File: src/rtl/arb_pkg.sv
// Shared types and sizing for the eight-requester priority/round-robin arbiter.
package arb_pkg;
  localparam int N      = 8;
  localparam int IDW    = 3;
  localparam int HOLD_W = 8;

  typedef enum logic {IDLE, BUSY} arb_state_t;
endpackage

File: src/rtl/arb_prio_enc.sv
// Combinational 8-to-3 priority encoder; the highest set index wins.
module arb_prio_enc
  import arb_pkg::*;
(
  input  logic [N-1:0]   req,
  output logic [IDW-1:0] id,
  output logic           valid
);

  // Ascending scan so the last (highest) set bit overwrites earlier hits.
  always_comb begin
    id    = '0;
    valid = 1'b0;
    for (int i = 0; i < N; i++) begin
      if (req[i]) begin
        id    = IDW'(i);
        valid = 1'b1;
      end
    end
  end

endmodule

File: src/rtl/priority_arbiter.sv
// Bus arbiter: registered one-hot grant with hold limit, fixed or round-robin
// selection built around a single priority encoder.
module priority_arbiter
  import arb_pkg::*;
#(
  parameter int MAX_HOLD = 16
) (
  input  logic           clk,
  input  logic           rst_n,
  input  logic [N-1:0]   req,
  input  logic           rr_mode,
  output logic [N-1:0]   gnt,
  output logic [IDW-1:0] gnt_id,
  output logic           gnt_valid
);

  localparam logic [HOLD_W-1:0] HOLD_MAX = HOLD_W'(MAX_HOLD - 1);

  arb_state_t        state, state_n;
  logic [HOLD_W-1:0] hold_cnt, hold_n;
  logic [IDW-1:0]    last_id, last_n;
  logic [N-1:0]      gnt_n;
  logic [IDW-1:0]    gnt_id_n;
  logic              gnt_valid_n;

  logic [N-1:0]      owner_mask;
  logic [N-1:0]      arb_req;
  logic [IDW-1:0]    shift;
  logic [2*N-1:0]    rot_dbl;
  logic [N-1:0]      rot_req;
  logic [IDW-1:0]    enc_id;
  logic              enc_valid;
  logic [IDW-1:0]    win_id;
  logic              do_grant;

  // The current owner is excluded from every arbitration taken while BUSY.
  assign owner_mask = (state == BUSY) ? (N'(1) << gnt_id) : '0;
  assign arb_req    = req & ~owner_mask;

  // Rotating by last_id puts index last_id-1 on bit 7, so the encoder's
  // highest-wins rule yields the round-robin search order.
  assign shift   = rr_mode ? last_id : '0;
  assign rot_dbl = {arb_req, arb_req} >> shift;
  assign rot_req = rot_dbl[N-1:0];

  arb_prio_enc u_enc (
    .req   (rot_req),
    .id    (enc_id),
    .valid (enc_valid)
  );

  assign win_id = enc_id + shift;

  always_ff @(posedge clk or negedge rst_n) begin
    if (!rst_n) begin
      state     <= IDLE;
      hold_cnt  <= '0;
      last_id   <= '0;
      gnt       <= '0;
      gnt_id    <= '0;
      gnt_valid <= 1'b0;
    end else begin
      state     <= state_n;
      hold_cnt  <= hold_n;
      last_id   <= last_n;
      gnt       <= gnt_n;
      gnt_id    <= gnt_id_n;
      gnt_valid <= gnt_valid_n;
    end
  end

  always_comb begin
    state_n     = state;
    hold_n      = hold_cnt;
    last_n      = last_id;
    gnt_n       = gnt;
    gnt_id_n    = gnt_id;
    gnt_valid_n = gnt_valid;
    do_grant    = 1'b0;

    case (state)
      IDLE: do_grant = enc_valid;
      BUSY: begin
        if (!req[gnt_id]) begin
          if (enc_valid) begin
            do_grant = 1'b1;
          end else begin
            state_n     = IDLE;
            hold_n      = '0;
            gnt_n       = '0;
            gnt_id_n    = '0;
            gnt_valid_n = 1'b0;
          end
        end else if (hold_cnt == HOLD_MAX && enc_valid) begin
          do_grant = 1'b1;
        end else if (hold_cnt != HOLD_MAX) begin
          hold_n = hold_cnt + 8'd1;
        end
      end
      default: state_n = IDLE;
    endcase

    if (do_grant) begin
      state_n     = BUSY;
      hold_n      = '0;
      last_n      = win_id;
      gnt_n       = N'(1) << win_id;
      gnt_id_n    = win_id;
      gnt_valid_n = 1'b1;
    end
  end

endmodule

File: config.mk
export PLATFORM = sky130hd
export DESIGN_NAME = priority_arbiter
export DESIGN_NICKNAME = d
export VERILOG_FILES = /design/src/rtl/arb_pkg.sv /design/src/rtl/arb_prio_enc.sv /design/src/rtl/priority_arbiter.sv
export SDC_FILE = /design/constraint.sdc
export NUM_CORES = 1
export LEC_CHECK = 0
export CORE_MARGIN = 4
export CORE_UTILIZATION = 55
export CTS_BUF_LIST = sky130_fd_sc_hd__clkbuf_8
export DETAILED_ROUTE_END_ITERATION = 10
export GPL_ROUTABILITY_DRIVEN = 0
export PLACE_DENSITY = 0.8
export SYNTH_ARGS = -nofsm -noshare
export SYNTH_HDL_FRONTEND = slang
export SYNTH_SLANG_ARGS = --single-unit
File: constraint.sdc
create_clock -name clk -period 4.13 [get_ports clk]
set_clock_uncertainty 0.15 [all_clocks]
set_input_delay 0.826 -clock clk [delete_from_list [all_inputs] [get_ports clk]]
set_output_delay 0.826 -clock clk [all_outputs]
set_load 0.05 [all_outputs]
==> results of run 1 <==
==> cells in the final DEF, fill, tap and decap left out, drive strengths merged, types with 2 or more instances in the layout <==
cell / count
mux2: 7
nand4: 2
mux2i: 6
or4bb: 3
nor3: 3
o21ai: 10
clkdlybuf4s50: 21
nand3: 3
mux4: 2
a21boi: 2
nand2: 10
a21o: 2
nor2: 7
buf: 14
o21a: 5
or4b: 2
dfrtp: 24
ha: 2
xor2: 2
xnor2: 2
a21oi: 2
nand4b: 3
clkbuf: 4
a32oi: 10
a32o: 9
a22o: 3
and3: 11
inv: 6
==> per-layer routing <==
metal,track usage [%],wire [um],vias to the layer above
li1,-,-,693
met4,2.43,42,0
met1,28.0,1850,727
met5,0,0,-
met3,4.44,224,7
met2,36.8,2070,65
==> worst max-delay path: stages <==
cell and delay (ns):
clkdlybuf4s50_1 0.51, and3_1 0.17, a32oi_1 0.09, mux2i_1 0.30
a21boi_0 0.15, o311ai_1 0.41, o211ai_1 0.15, a31oi_1 0.20
ha_1 0.18, fa_1 0.49, inv_1 0.14, nor2_1 0.07
a32o_1 0.27
==> kinds of logic (layout without fill, tap and decap cells) <==
| group | Yosys count | count (layout) | share of synthesized area, % |
|---|---|---|---|
| compound gates | 49 | 49 | 23.3 |
| buf+inv | 14 | 46 | 5.38 |
| mux | 15 | 15 | 12.2 |
| xor+xnor | 4 | 4 | 2.95 |
| flops | 24 | 24 | 35.4 |
| simple gates | 49 | 49 | 18.1 |
| fa+ha+maj | 3 | 3 | 2.65 |
==> cell type report <==
class	count	area [um^2]	share of cell area, %
multi-input combinational	120	1010	49.3
sequential	24	601	29.2
timing repair buffer	36	325	15.8
clock buffer	4	55.1	2.68
tap	31	38.8	1.89
inverter	6	22.5	1.10
==> final timing paths <==
check | slack, ns | end
min in group asynchronous | 0.97 | hold_cnt[7]$_DFFE_PN0P_
max reg2reg | 0.29 | gnt[2]$_DFFE_PN0P_
min reg2reg | 0.35 | gnt_valid$_DFFE_PN0P_
min | 0.35 | gnt_valid$_DFFE_PN0P_
max in group asynchronous | 2.25 | state$_DFF_PN0_
max | 0.17 | gnt[2]$_DFFE_PN0P_
==> metrics by stage <==
| stage | cells | TNS (ns) |
|---|---|---|
| global route | 221 | 0 |
| detailed placement | 217 | -3.97 |
| global placement | 217 | -1.12 |
| floorplan | 158 | 0 |
| CTS | 221 | 0 |
| finish | 221 | 0 |
==> sequential cells by signal, summed over array words and instances (netlist names) <==
name	cells
gnt_valid	1
state	1
hold_cnt	8
gnt	8
last_id	3
gnt_id	3
==> repair_timing <==
item	in CTS	in global routing
setup endpoints to repair	10	1
gates resized for setup	3	1
endpoints found under the hold margin	0	0
gates cloned	0	0
==> power by group through the flow <==
stage,Sequential [mW],Clock [mW],Combinational [mW]
detailed placement,0.399,0,1.21
floorplan,0.476,0,0.810
global route,0.408,0.172,1.33
CTS,0.396,0.160,1.24
global placement,0.394,0,1.17
finish,0.399,0.158,1.25
==> metrics.md, run 1 <==
| Metric | Value |
|---|---|
| Status | `finished clean` |
| Die span in x | `63.5 um` |
| Top-area cell type share of the netlist area | `35.4%` |
| Tmin final | `3.96 ns` |
| Clock Path Buffers | `2` |
| Mapped Area | `0.00170 mm^2` |
| Crit-path max FO | `5` |
| Layout cell share with drive strength beyond 1 | `21.1%` |
| Seq/Total Area, Yosys | `35.4%` |
| Most common cell in the netlist | `dfrtp_1` |
| Via/cell ratio | `6.75` |
| Final cycle utilization of the critical path | `96.0%` |
| Die height | `63.5 um` |
| Vias in the first global route | `1,411` |
| Largest net degree at the start of global routing | `25` |
| Initial antenna violation count | `0` |
| Slew headroom | `32.0%` |
| Row count | `19` |
| CTS sink cnt | `24` |
| 1st-iter DRT viols | `158` |
| Crit path DAT | `3.97 ns` |
| Gr usage total | `21.2%` |
| Main synth FF type | `dfrtp_1` |
| Hold path cells | `1` |
| Slew Viols, Final | `0` |
| Drt pass-1 iters | `5` |
| Seq pwr share | `22.1%` |
| Synth Net Count | `172` |
| Fin area | `0.00205 mm^2` |
| Worst-Skew Late Latency | `0.26 ns` |
| Switching Share | `47.0%` |
| Root Buffer | `clkbuf_8` |
| DRT Wirelength | `4190 um` |
| H-tree Lvls | `1` |
| Slew of the pin with the lowest slew margin | `1.02 ns` |
| Sw power | `0.847 mW` |
| Cells after Synth | `158` |
| Routed via count | `1,492` |
| CTS Buf Count | `3` |
| Drt wl/cell | `19.0 um` |
| Worst VDD drop | `0.516 mV` |
| Remaining Overflow, GRT | `0` |
| Syn Area/Cell | `10.7 um^2` |
| Ports | `23` |
| Core area | `0.00285 mm^2` |
| Ant diodes | `0` |
| Area after DPL | `0.00199 mm^2` |
| Pwr Total | `1.80 mW` |
| Top cells by count, synth | `dfrtp_1, and3_1, a32oi_1, nand2_1, o21ai_0` |
| Port bufs | `22` |
| Fmax achieved | `0.252 GHz` |
| Logic pwr share | `69.1%` |
| # hold bufs at CTS | `0` |
| Synthesis-to-finish area growth | `21.1%` |
| Leading post-synthesis cells by cell area | `dfrtp_1, a32oi_1, a32o_1, and3_1, mux2_2` |
| Final setup fails | `0` |
| DRC Markers | `0` |
| Post-route ant nets | `0` |
| Effective utilization at floorplan | `59.5%` |
| Fin Hold WS | `0.349 ns` |
| CP Capture Type | `register` |
| #FFs+latches synth | `24` |
| Final setup margin | `0.166 ns` |
| Async set-reset flop share out of synthesis | `100%` |
| Internal power | `0.955 mW` |
| Pwr Density | `877 mW/mm^2` |
| Reg2reg path depth | `12` |
| Cell taking the most area after synthesis | `dfrtp_1` |
| Hold_sp | `gnt_valid$_DFFE_PN0P_` |
| Clk slew on worst S/H paths | `0.08 ns` |
| Pre-CTS setup slack | `-0.400 ns` |
| Ys Warns | `0` |
| Yosys cell types | `51` |
| Number of synthesized flops with an enable pin | `0` |
| Post-CTS Setup Inserts | `0` |
| Crit start category | `input port` |
| Critical Path RT | `4.13 ns` |
| Nets | `205` |
| Worst R2R Start | `gnt_id[1]$_DFFE_PN0P_` |
| Min-delay worst type | `reg -> reg` |
| Final Hold Vio Count | `0` |
| Critical path startpoint | `req[0]` |
| First-pass GRT wire length | `6890 um` |
| Clock Power Share | `8.8%` |
| Die Area | `0.00404 mm^2` |
| Critical path type | `in -> reg` |
| Final Util | `72.0%` |
| CTS tree | `built` |
| Maxcap violations | `0` |
| Fill count | `224` |
| HPWL after DPL | `3150 um` |
| RSZ-0062 raised after global routing | `no` |
| Pleak | `0.928 nW` |
(Power assumes the default switching activity.)
==> inputs of run 2 (changes only) <==
--- a/config.mk
+++ b/config.mk
@@ -5,6 +5,7 @@
 export SDC_FILE = /design/constraint.sdc
 export NUM_CORES = 1
 export LEC_CHECK = 0
+export CAP_MARGIN = 5
 export CORE_MARGIN = 4
 export CORE_UTILIZATION = 55
 export CTS_BUF_LIST = sky130_fd_sc_hd__clkbuf_8
==> results of run 2 <==
The final DEF is identical to that of run 1; final timing and power are the same.
